==> config.mk <==
export PLATFORM = sky130hd
export DESIGN_NAME = wb_trace_buffer
export DESIGN_NICKNAME = d
export VERILOG_FILES = /design/src/rtl/trace_pkg.sv /design/src/rtl/trace_fifo_mem.sv /design/src/rtl/wb_trace_buffer.sv
export SDC_FILE = /design/constraint.sdc
export NUM_CORES = 1
export LEC_CHECK = 0
export BUFFER_PORTS_ARGS = -buffer_cell sky130_fd_sc_hd__buf_2
export CORE_ASPECT_RATIO = 1.4
export CORE_MARGIN = 2
export CORE_UTILIZATION = 28
export DETAILED_ROUTE_END_ITERATION = 16
export PLACE_DENSITY = 0.5
export SYNTH_ARGS = -nofsm -noshare
export SYNTH_HDL_FRONTEND = slang
export SYNTH_SLANG_ARGS = --single-unit
==> constraint.sdc <==
create_clock -name clk -period 13.87 [get_ports clk]
set_input_delay 2.0805 -clock clk [delete_from_list [all_inputs] [get_ports clk]]
set_output_delay 2.0805 -clock clk [all_outputs]
set_load 0.02 [all_outputs]
==> src/rtl/trace_pkg.sv <==
// Shared definitions for the commit trace buffer: event kinds and the
// packed layout of one stored trace entry.
package trace_pkg;

    localparam logic KIND_GRF = 1'b0;
    localparam logic KIND_DM  = 1'b1;

    localparam int FIELD_W  = 32;
    localparam int ENTRY_W  = 1 + 3 * FIELD_W;

    // Entry layout, MSB first: kind | pc | addr | data
    localparam int DATA_LSB = 0;
    localparam int ADDR_LSB = DATA_LSB + FIELD_W;
    localparam int PC_LSB   = ADDR_LSB + FIELD_W;
    localparam int KIND_BIT = PC_LSB + FIELD_W;

    function automatic logic [ENTRY_W-1:0] pack_entry(
        input logic              kind,
        input logic [FIELD_W-1:0] pc,
        input logic [FIELD_W-1:0] addr,
        input logic [FIELD_W-1:0] data
    );
        logic [ENTRY_W-1:0] e;
        e                       = '0;
        e[KIND_BIT]             = kind;
        e[PC_LSB   +: FIELD_W]  = pc;
        e[ADDR_LSB +: FIELD_W]  = addr;
        e[DATA_LSB +: FIELD_W]  = data;
        return e;
    endfunction

endpackage

==> src/rtl/trace_fifo_mem.sv <==
// Trace entry storage: two write ports at wr_ptr and wr_ptr+1 so a register
// and a memory event from the same commit can land together; one async read port.
module trace_fifo_mem
    import trace_pkg::*;
#(
    parameter int DEPTH = 8
) (
    input  logic                       clk,
    input  logic [$clog2(DEPTH)-1:0]   wr_ptr,
    input  logic                       we0,
    input  logic [ENTRY_W-1:0]         wdata0,
    input  logic                       we1,
    input  logic [ENTRY_W-1:0]         wdata1,
    input  logic [$clog2(DEPTH)-1:0]   rd_ptr,
    output logic [ENTRY_W-1:0]         rdata
);

    localparam int AW = $clog2(DEPTH);

    logic [ENTRY_W-1:0] mem [DEPTH];
    logic [AW-1:0]      wr_ptr_next;

    // Power-of-two depth makes the natural pointer overflow the wrap.
    assign wr_ptr_next = wr_ptr + AW'(1);

    always_ff @(posedge clk) begin
        if (we0) mem[wr_ptr]      <= wdata0;
        if (we1) mem[wr_ptr_next] <= wdata1;
    end

    assign rdata = mem[rd_ptr];

endmodule

==> src/rtl/wb_trace_buffer.sv <==
// Write-back trace buffer: captures register-file and data-memory writes of
// committing instructions into a FIFO drained by a valid/ready consumer.
module wb_trace_buffer
    import trace_pkg::*;
#(
    parameter int DEPTH = 8
) (
    input  logic                       clk,
    input  logic                       reset,
    input  logic [31:0]                pc,
    input  logic                       grf_we,
    input  logic [4:0]                 grf_addr,
    input  logic [31:0]                grf_wdata,
    input  logic                       dm_we,
    input  logic [31:0]                dm_addr,
    input  logic [31:0]                dm_wdata,
    input  logic                       trace_ready,
    output logic                       trace_valid,
    output logic                       trace_kind,
    output logic [31:0]                trace_pc,
    output logic [31:0]                trace_addr,
    output logic [31:0]                trace_data,
    output logic [$clog2(DEPTH):0]     count,
    output logic                       overflow,
    output logic [7:0]                 drop_cnt
);

    localparam int AW = $clog2(DEPTH);
    localparam int CW = AW + 1;

    if (DEPTH < 4 || (DEPTH & (DEPTH - 1)) != 0) begin : g_depth_check
        $error("wb_trace_buffer: DEPTH must be a power of two, at least 4");
    end

    logic [AW-1:0]      wr_ptr;
    logic [AW-1:0]      rd_ptr;
    logic [CW-1:0]      occ;
    logic               ovf;
    logic [7:0]         drops;

    logic               pop;
    logic               grf_ev;
    logic               dm_ev;
    logic [CW-1:0]      free_slots;
    logic [CW-1:0]      dm_need;
    logic               push_grf;
    logic               push_dm;
    logic [1:0]         n_push;
    logic [1:0]         n_drop;
    logic [8:0]         drop_sum;
    logic [7:0]         drop_next;

    logic               we0;
    logic               we1;
    logic [ENTRY_W-1:0] wdata0;
    logic [ENTRY_W-1:0] wdata1;
    logic [ENTRY_W-1:0] grf_entry;
    logic [ENTRY_W-1:0] dm_entry;
    logic [ENTRY_W-1:0] head;

    assign pop    = (occ != '0) && trace_ready;
    assign grf_ev = grf_we && (grf_addr != 5'd0);
    assign dm_ev  = dm_we;

    // A pop this cycle frees its slot in time for a same-cycle push.
    assign free_slots = CW'(DEPTH) - occ + CW'(pop);

    assign grf_entry = pack_entry(KIND_GRF, pc, {27'd0, grf_addr}, grf_wdata);
    assign dm_entry  = pack_entry(KIND_DM, pc, dm_addr, dm_wdata);

    // The register event always claims the first slot; the memory event
    // needs a second one when both arrive together.
    always_comb begin
        dm_need  = grf_ev ? CW'(2) : CW'(1);
        push_grf = grf_ev && (free_slots != '0);
        push_dm  = dm_ev && (free_slots >= dm_need);
        n_push   = {1'b0, push_grf} + {1'b0, push_dm};
        n_drop   = {1'b0, grf_ev && !push_grf} + {1'b0, dm_ev && !push_dm};
    end

    always_comb begin
        we0    = 1'b0;
        we1    = 1'b0;
        wdata0 = grf_entry;
        wdata1 = dm_entry;
        if (push_grf) begin
            we0 = 1'b1;
            we1 = push_dm;
        end else if (push_dm) begin
            we0    = 1'b1;
            wdata0 = dm_entry;
        end
    end

    assign drop_sum  = {1'b0, drops} + 9'(n_drop);
    assign drop_next = drop_sum[8] ? 8'hFF : drop_sum[7:0];

    always_ff @(posedge clk) begin
        if (reset) begin
            wr_ptr <= '0;
            rd_ptr <= '0;
            occ    <= '0;
            ovf    <= 1'b0;
            drops  <= '0;
        end else begin
            wr_ptr <= wr_ptr + AW'(n_push);
            if (pop) rd_ptr <= rd_ptr + AW'(1);
            occ    <= occ + CW'(n_push) - CW'(pop);
            if (n_drop != 2'd0) ovf <= 1'b1;
            drops  <= drop_next;
        end
    end

    trace_fifo_mem #(
        .DEPTH (DEPTH)
    ) u_mem (
        .clk    (clk),
        .wr_ptr (wr_ptr),
        .we0    (we0),
        .wdata0 (wdata0),
        .we1    (we1),
        .wdata1 (wdata1),
        .rd_ptr (rd_ptr),
        .rdata  (head)
    );

    assign trace_valid = (occ != '0);
    assign trace_kind  = head[KIND_BIT];
    assign trace_pc    = head[PC_LSB   +: FIELD_W];
    assign trace_addr  = head[ADDR_LSB +: FIELD_W];
    assign trace_data  = head[DATA_LSB +: FIELD_W];
    assign count       = occ;
    assign overflow    = ovf;
    assign drop_cnt    = drops;

endmodule

==> results of run 1 <==
==> report_power, final <==
| group | leakage (nW) | total [W] | internal [W] | switching (W) |
|---|---|---|---|---|
| logic | 6.11 | 0.00313 | 0.00117 | 0.00195 |
| registers | 7.75 | 0.00356 | 0.00338 | 0.000180 |
| clock network | 1.44 | 0.00246 | 0.00142 | 0.00104 |
==> sequential cells by signal, summed over array words and instances (netlist names), named ones only <==
name       count
drop_cnt       8
overflow       1
wr_ptr         3
rd_ptr         3
count          4
u_mem.mem    776
==> cell usage in the layout (no fill, tap or decap), types with 5 or more instances in the layout <==
cell type,n
buf_4,48
o21ai_0,10
clkbuf_1,15
o21ai_4,6
and2_2,7
nor2_1,24
inv_6,7
and2b_1,6
clkinv_1,21
a31oi_4,8
clkbuf_16,90
a221o_1,23
buf_2,248
nand2b_1,7
dfxtp_1,27
inv_1,53
bufinv_16,12
and2_1,306
nor2_4,8
edfxtp_1,768
o221ai_1,148
nand2_1,212
a221o_2,125
xnor2_1,5
diode_2,7
nor2b_1,342
mux2_2,97
mux4_2,194
nor3_2,6
xor2_1,5
ha_1,20
clkinv_2,12
a21oi_1,6
==> metal layers <==
layer  vias up  wire (um)  share of wire [%]  track usage [%]
met3       268       7043                5.6            2.759
met5         -        182               0.14                0
met2       803      67150                 53            31.33
met1     12186      47680                 38            20.13
met4        28       4027                3.2            6.555
li1      10727          -                  -                -
==> worst min-delay path by stage <==
stage                      from                to  slack, ps  cells past startpoint
2_1_floorplan  u_mem.mem[3][96]  u_mem.mem[3][96]        450                      2
3_3_place_gp           overflow          overflow        430                      2
3_5_place_dp           overflow          overflow        440                      2
4_1_cts                overflow          overflow        460                      2
5_1_grt                overflow          overflow        490                      2
6_report               overflow          overflow        450                      2
==> synth_stat cells, types with 4 or more instances <==
| master | count |
|---|---|
| xnor2_1 | 5 |
| xor2_1 | 5 |
| nor2_1 | 32 |
| nor3_1 | 8 |
| o21ai_4 | 4 |
| mux2_2 | 97 |
| clkbuf_1 | 115 |
| buf_1 | 48 |
| a21oi_1 | 6 |
| inv_1 | 57 |
| buf_2 | 23 |
| buf_6 | 24 |
| nand3_1 | 4 |
| a31oi_4 | 8 |
| mux4_2 | 194 |
| nor3_4 | 4 |
| a21oi_4 | 4 |
| clkdlybuf4s25_2 | 9 |
| o21ai_0 | 10 |
| and2_2 | 7 |
| nand2b_1 | 7 |
| ha_1 | 20 |
| buf_4 | 6 |
| a221o_2 | 125 |
| or2_2 | 5 |
| dfxtp_1 | 30 |
| and2_1 | 306 |
| o221ai_1 | 148 |
| and2b_1 | 6 |
| nand2_1 | 212 |
| nor2b_1 | 342 |
| a221o_1 | 23 |
| edfxtp_1 | 768 |
| nand3_4 | 4 |
==> cell type report <==
type                    count  area [sq um]
flip-flops and latches    798         23670
clock buffers             105          2308
inverters                  59         256.5
diodes                      7         17.52
repair buffers            297          1622
multi-input cells        1611         14820
well taps                1897          2374
fillers                 13977         95380
clock inverters            58         680.7
==> stage by stage <==
stage	worst slack [ps]	total power, W	hold WS, ps	instances
2_1_floorplan	6102	0.005654	453.9	2697
3_3_place_gp	6039	0.006815	432.3	4662
3_5_place_dp	6007	0.006840	444.1	4662
4_1_cts	6760	0.009316	455.5	4825
5_1_grt	6514	0.009567	485.7	4831
6_report	6847	0.009145	453.3	4832
==> critical path, delay by kind of cell <==
family | cells | cell delay, ps
compound gates | 3 | 470
fa+ha+maj | 2 | 450
buf+inv | 5 | 2510
simple gates | 5 | 1680
==> kinds of logic after synthesis <==
group,share of synthesized area [%]
and+or+nand+nor,13.65
DFF,59.44
AOI/OAI and AO/OA,8.562
muxes,13.75
buffers and inverters,3.602
adders and majority gates,0.7795
xor gates and xnor gates,0.2200
==> flow_metrics.env, run 1 <==
export IMPL_max_freq_mhz=142.4
export IMPL_critPathKind="input pin to flop"
export IMPL_period_minus_slack_ps=7023
export IMPL_rrSetupSlack_ps=7370
export IMPL_yosys_area_top_type="edfxtp_1"
export IMPL_cp_start_kind="input pin"
export IMPL_first_iter_violations=1904
export IMPL_path_cells="buf_2 > or4_4 > o21ai_4 > ha_1 > nand2b_1 > a21o_2 > o21ai_4 > inv_4 > ha_1 > nand2_1 > nor3_2 > buf_4 > or2_4 > buf_4 > buf_4"
export IMPL_fin_tns_setup_ps=0
export IMPL_ys_warn_count=0
export IMPL_cap_violations=0
export IMPL_netlist_top_cells_area="edfxtp_1 58%, mux4_2 11%, nor2b_1 5.4%, and2_1 4.8%, a221o_2 3.5%"
export IMPL_antenna_found_initial=32
export IMPL_pin_count=249
export IMPL_cp_endpoint="u_mem.mem[7][13]"
export IMPL_vias=24012
export IMPL_synth_ff_type="edfxtp_1"
export IMPL_setup_viol=0
export IMPL_synthCells=2697
export IMPL_synth_edff_count=768
export IMPL_layout_drive_gt1_share_pct=31.05
export IMPL_rr_worst_depth=18
export IMPL_slowest_stage="buf_4"
export IMPL_grt_max_degree=93
export IMPL_clkTransAtPathRegs_ps=60
export IMPL_crit_path_end_kind="flop"
export IMPL_wl_per_cell_um=26.09
export IMPL_ys_seq_area_share_pct=59.44
export IMPL_grt_pass1_wl_mm=179.9
export IMPL_slew_headroom_pct=24.76
export IMPL_critPathLaunch="grf_addr[4]"
export IMPL_arrival_ps=7340
export IMPL_cts_sinks=798
export IMPL_start_util_pct=28.21
export IMPL_leakagePower_nw=15.30
export IMPL_yosysTopAreaCellShare_pct=57.93
export IMPL_cts_hold_buf=0
export IMPL_worstPathMaxFanout=64
export IMPL_cellPowerDensity_mw_per_mm2=199.9
export IMPL_clk_insertion_delay_late_ps=700
export IMPL_tightest_slew_ps=1129
export IMPL_dpl_hpwl_mm=71.64
export IMPL_ys_seq_elements=798
export IMPL_coreArea_sq_mm=0.1411
export IMPL_rows=163
export IMPL_ant_nets=0
export IMPL_slowest_delay_ps=730
export IMPL_dr_pass1_iters=6
export IMPL_port_buffers=248
export IMPL_ys_async_sr_fraction_pct=0
export IMPL_synthesis_area_sq_mm=0.03981
export IMPL_numCtsBuffers=89
export IMPL_cpMostUsedCell="buf_4"
export IMPL_post_cts_repair_setup_buffers=0
export IMPL_fin_util_pct=32.42
export IMPL_fp_dieH_um=450.1
export IMPL_via_per_inst=4.969
export IMPL_skew_ps=26.41
export IMPL_reg2reg_to="u_mem.mem[7][13]"
export IMPL_avgSynthCellArea_sq_um=14.76
export IMPL_fin_area_sq_mm=0.04575
export IMPL_crit_required_ps=14190
export IMPL_htree_levels=3
export IMPL_remaining_drc_errors=0
export IMPL_placed_area_sq_mm=0.04275
export IMPL_r2r_start="count[2]"
export IMPL_status="completed"
export IMPL_hold_path_class="flop to flop"
export IMPL_syn_num_nets=2858
export IMPL_fin_crit_sh_pct=50.63
export IMPL_drv_slew=0
export IMPL_rsz0062_at_grt="no"
export IMPL_ir_worst_vdd_mv=0.1307
export IMPL_hold_viol=0
export IMPL_tritoncts="done"
export IMPL_globalplace_congestion=0.7561
export IMPL_finalWirelength_mm=126.1
export IMPL_cts_buffer_depth=3
export IMPL_final_net_count=3017
export IMPL_overflow=0
export IMPL_die_w_um=322.7
export IMPL_grt_usage_pct=17.22
export IMPL_synth_cell_type_count=59
export IMPL_grt_pass1_vias=24973
export IMPL_dieArea_sq_mm=0.1452
export IMPL_cts_root_buf="clkbuf_16"
export IMPL_area_growth_synth_to_final_pct=14.94
export IMPL_cts_resized=0
Note: power is estimated with default switching activity, not from simulation.
==> run 2, diff against run 1 <==
--- a/config.mk
+++ b/config.mk
@@ -10,7 +10,7 @@
 export CORE_MARGIN = 2
 export CORE_UTILIZATION = 28
 export DETAILED_ROUTE_END_ITERATION = 16
-export PLACE_DENSITY = 0.5
+export PLACE_DENSITY = 0.51
 export SYNTH_ARGS = -nofsm -noshare
 export SYNTH_HDL_FRONTEND = slang
 export SYNTH_SLANG_ARGS = --single-unit
==> constraint.sdc (replaced) <==
create_clock -name clk -period 5.69 [get_ports clk]
set_input_delay 0.8535 -clock clk [delete_from_list [all_inputs] [get_ports clk]]
set_output_delay 0.8535 -clock clk [all_outputs]
set_load 0.02 [all_outputs]
==> run 2 against run 1 <==
Against the previous run:
- register-to-register slack lost 6600 ps
- setup slack lost 6100 ps
- flip-flop and latch count did not move
- sequential share of layout area shrank 0.33 points
- first-iteration DRC count is 0.26% lower
- power increased by 140%
- critical path depth rose by 1
- utilization rose by 0.21 points
- hold slack worse by 7.6 ps
- largest cell class unchanged
- largest power group unchanged
- highest routed layer unchanged
==> flow_metrics.env, run 2 (synthesis results as in run 1) <==
export IMPL_cellPowerDensity_mw_per_mm2=479.0
export IMPL_via_per_inst=5.032
export IMPL_largest_register="u_mem.mem"
export IMPL_area_growth_synth_to_final_pct=15.67
export IMPL_htree_levels=3
export IMPL_port_buffers=248
export IMPL_fin_crit_sh_pct=86.24
export IMPL_fp_dieH_um=450.1
export IMPL_post_place_cells=4703
export IMPL_instances_no_fill=4867
export IMPL_tightest_slew_ps=1002
export IMPL_grt_pass1_wl_mm=181.2
export IMPL_rr_worst_depth=16
export IMPL_globalplace_congestion=0.7647
export IMPL_start_util_pct=28.21
export IMPL_largest_reg_flops=776
export IMPL_tritoncts="done"
export IMPL_final_cell_mix="768 x edfxtp_1, 342 x nor2b_1, 306 x and2_1"
export IMPL_r2r_start="count[2]"
export IMPL_leakagePower_nw=15.43
export IMPL_placed_area_sq_mm=0.04331
export IMPL_crit_path_end_kind="flop"
export IMPL_cts_hold_buf=0
export IMPL_period_minus_slack_ps=4907
export IMPL_status="completed"
export IMPL_coreArea_sq_mm=0.1411
export IMPL_min_from="overflow"
export IMPL_reg2reg_to="u_mem.mem[2][8]"
export IMPL_fin_util_pct=32.63
export IMPL_worstHoldPathCells=2
export IMPL_remaining_drc_errors=0
export IMPL_wl_per_cell_um=26.15
export IMPL_pin_count=249
export IMPL_cts_buffer_depth=3
export IMPL_layout_drive_gt1_share_pct=31.99
export IMPL_clk_insertion_delay_late_ps=710
export IMPL_drv_slew=0
export IMPL_worstPathMaxFanout=25
export IMPL_rows=163
export IMPL_cp_start_kind="flop"
export IMPL_skew_ps=29.75
export IMPL_cts_resized=0
export IMPL_critPathKind="flop to flop"
export IMPL_ir_worst_vdd_mv=0.2261
export IMPL_post_cts_repair_setup_buffers=0
export IMPL_clkTransAtPathRegs_ps=60
export IMPL_rsz0062_at_grt="no"
export IMPL_hold_viol=0
export IMPL_slew_headroom_pct=32.98
export IMPL_num_fill_cells=13944
export IMPL_ant_nets=0
export IMPL_finalWirelength_mm=127.3
export IMPL_grt_max_degree=98
export IMPL_whs_endpoint="overflow"
export IMPL_vias=24493
export IMPL_setup_viol=0
export IMPL_overflow=0
export IMPL_dpl_hpwl_mm=72.76
export IMPL_antenna_found_initial=36
export IMPL_final_net_count=3056
export IMPL_rrSetupSlack_ps=780
export IMPL_layout_commonest_cell="edfxtp_1"
export IMPL_grt_usage_pct=17.32
export IMPL_max_freq_mhz=203.8
export IMPL_dr_pass1_iters=5
export IMPL_numCtsBuffers=87
export IMPL_grt_pass1_vias=25385
export IMPL_fin_area_sq_mm=0.04605
export IMPL_arrival_ps=5430
export IMPL_cts_sinks=798
export IMPL_cap_violations=0
export IMPL_die_w_um=322.7
export IMPL_fin_tns_setup_ps=0
export IMPL_hold_path_class="flop to flop"
export IMPL_cts_root_buf="clkbuf_16"
export IMPL_first_iter_violations=1899
export IMPL_dieArea_sq_mm=0.1452
export IMPL_crit_required_ps=6210
run 2: cell types whose count changed in the layout (fill, tap and decap cells not counted), sizes merged:
cell      delta
bufinv       -7
buf         +41
inv          -4
clkbuf       -3
clkinv       +3
clkinvlp     +5
run 2: worst max-delay path, cell delays in order (launching register included):
cell and delay, ps:
dfxtp_1 310, inv_1 130, ha_1 160, or3b_2 450, nand2_1 130, ha_1 190, inv_1 50, ha_1 280
ha_1 290, a21o_2 160, o21ai_4 150, ha_1 380, nand2b_1 240, nor3_2 630, nand3_4 570, buf_12 360
o221ai_1 190
run 2: layout make-up:
cell class | instances | area (sq um) | area share (%)
antenna | 7 | 17.52 | 0.03804
clock buffer | 102 | 2255 | 4.897
clock inverter | 55 | 461.7 | 1.003
inverter | 59 | 251.5 | 0.5462
multi-input combinational | 1611 | 14820 | 32.19
sequential | 798 | 23670 | 51.41
tap | 1897 | 2374 | 5.155
timing repair buffer | 338 | 2192 | 4.761
run 2: worst max path at each step:
stage | depth (start not counted) | start | endpoint | slack (ps)
after global placement | 13 | grf_addr[4] | u_mem.mem[7][9] | 790
after detailed placement | 13 | grf_addr[4] | u_mem.mem[7][7] | 770
after CTS | 17 | count[2] | u_mem.mem[4][51] | 830
after floorplan | 18 | count[2] | u_mem.mem[0][0] | 50
final | 16 | count[2] | u_mem.mem[2][8] | 780
after global routing | 17 | count[2] | u_mem.mem[0][63] | 550
run 2: metal layers:
| metal | wire [um] | GRT usage (%) |
|---|---|---|
| met5 | 137 | 0 |
| met4 | 4665 | 7.253 |
| met3 | 6895 | 2.938 |
| met2 | 66670 | 31.14 |
| met1 | 48910 | 20.20 |
run 2: power breakdown:
| part | switching (W) | internal, W |
|---|---|---|
| registers | 0.000442 | 0.00821 |
| logic | 0.00482 | 0.00305 |
| clock network | 0.00246 | 0.00308 |
| total | 0.00772 | 0.0143 |
run 2: stage by stage:
stage	hold WS, ps	worst slack [ps]	total power (W)
after floorplan	453.9	49.34	0.01373
after global placement	434.2	787.0	0.01681
after detailed placement	437.5	765.3	0.01686
after CTS	438.6	829.1	0.02248
after global routing	476.9	553.1	0.02310
final	445.7	782.8	0.02206
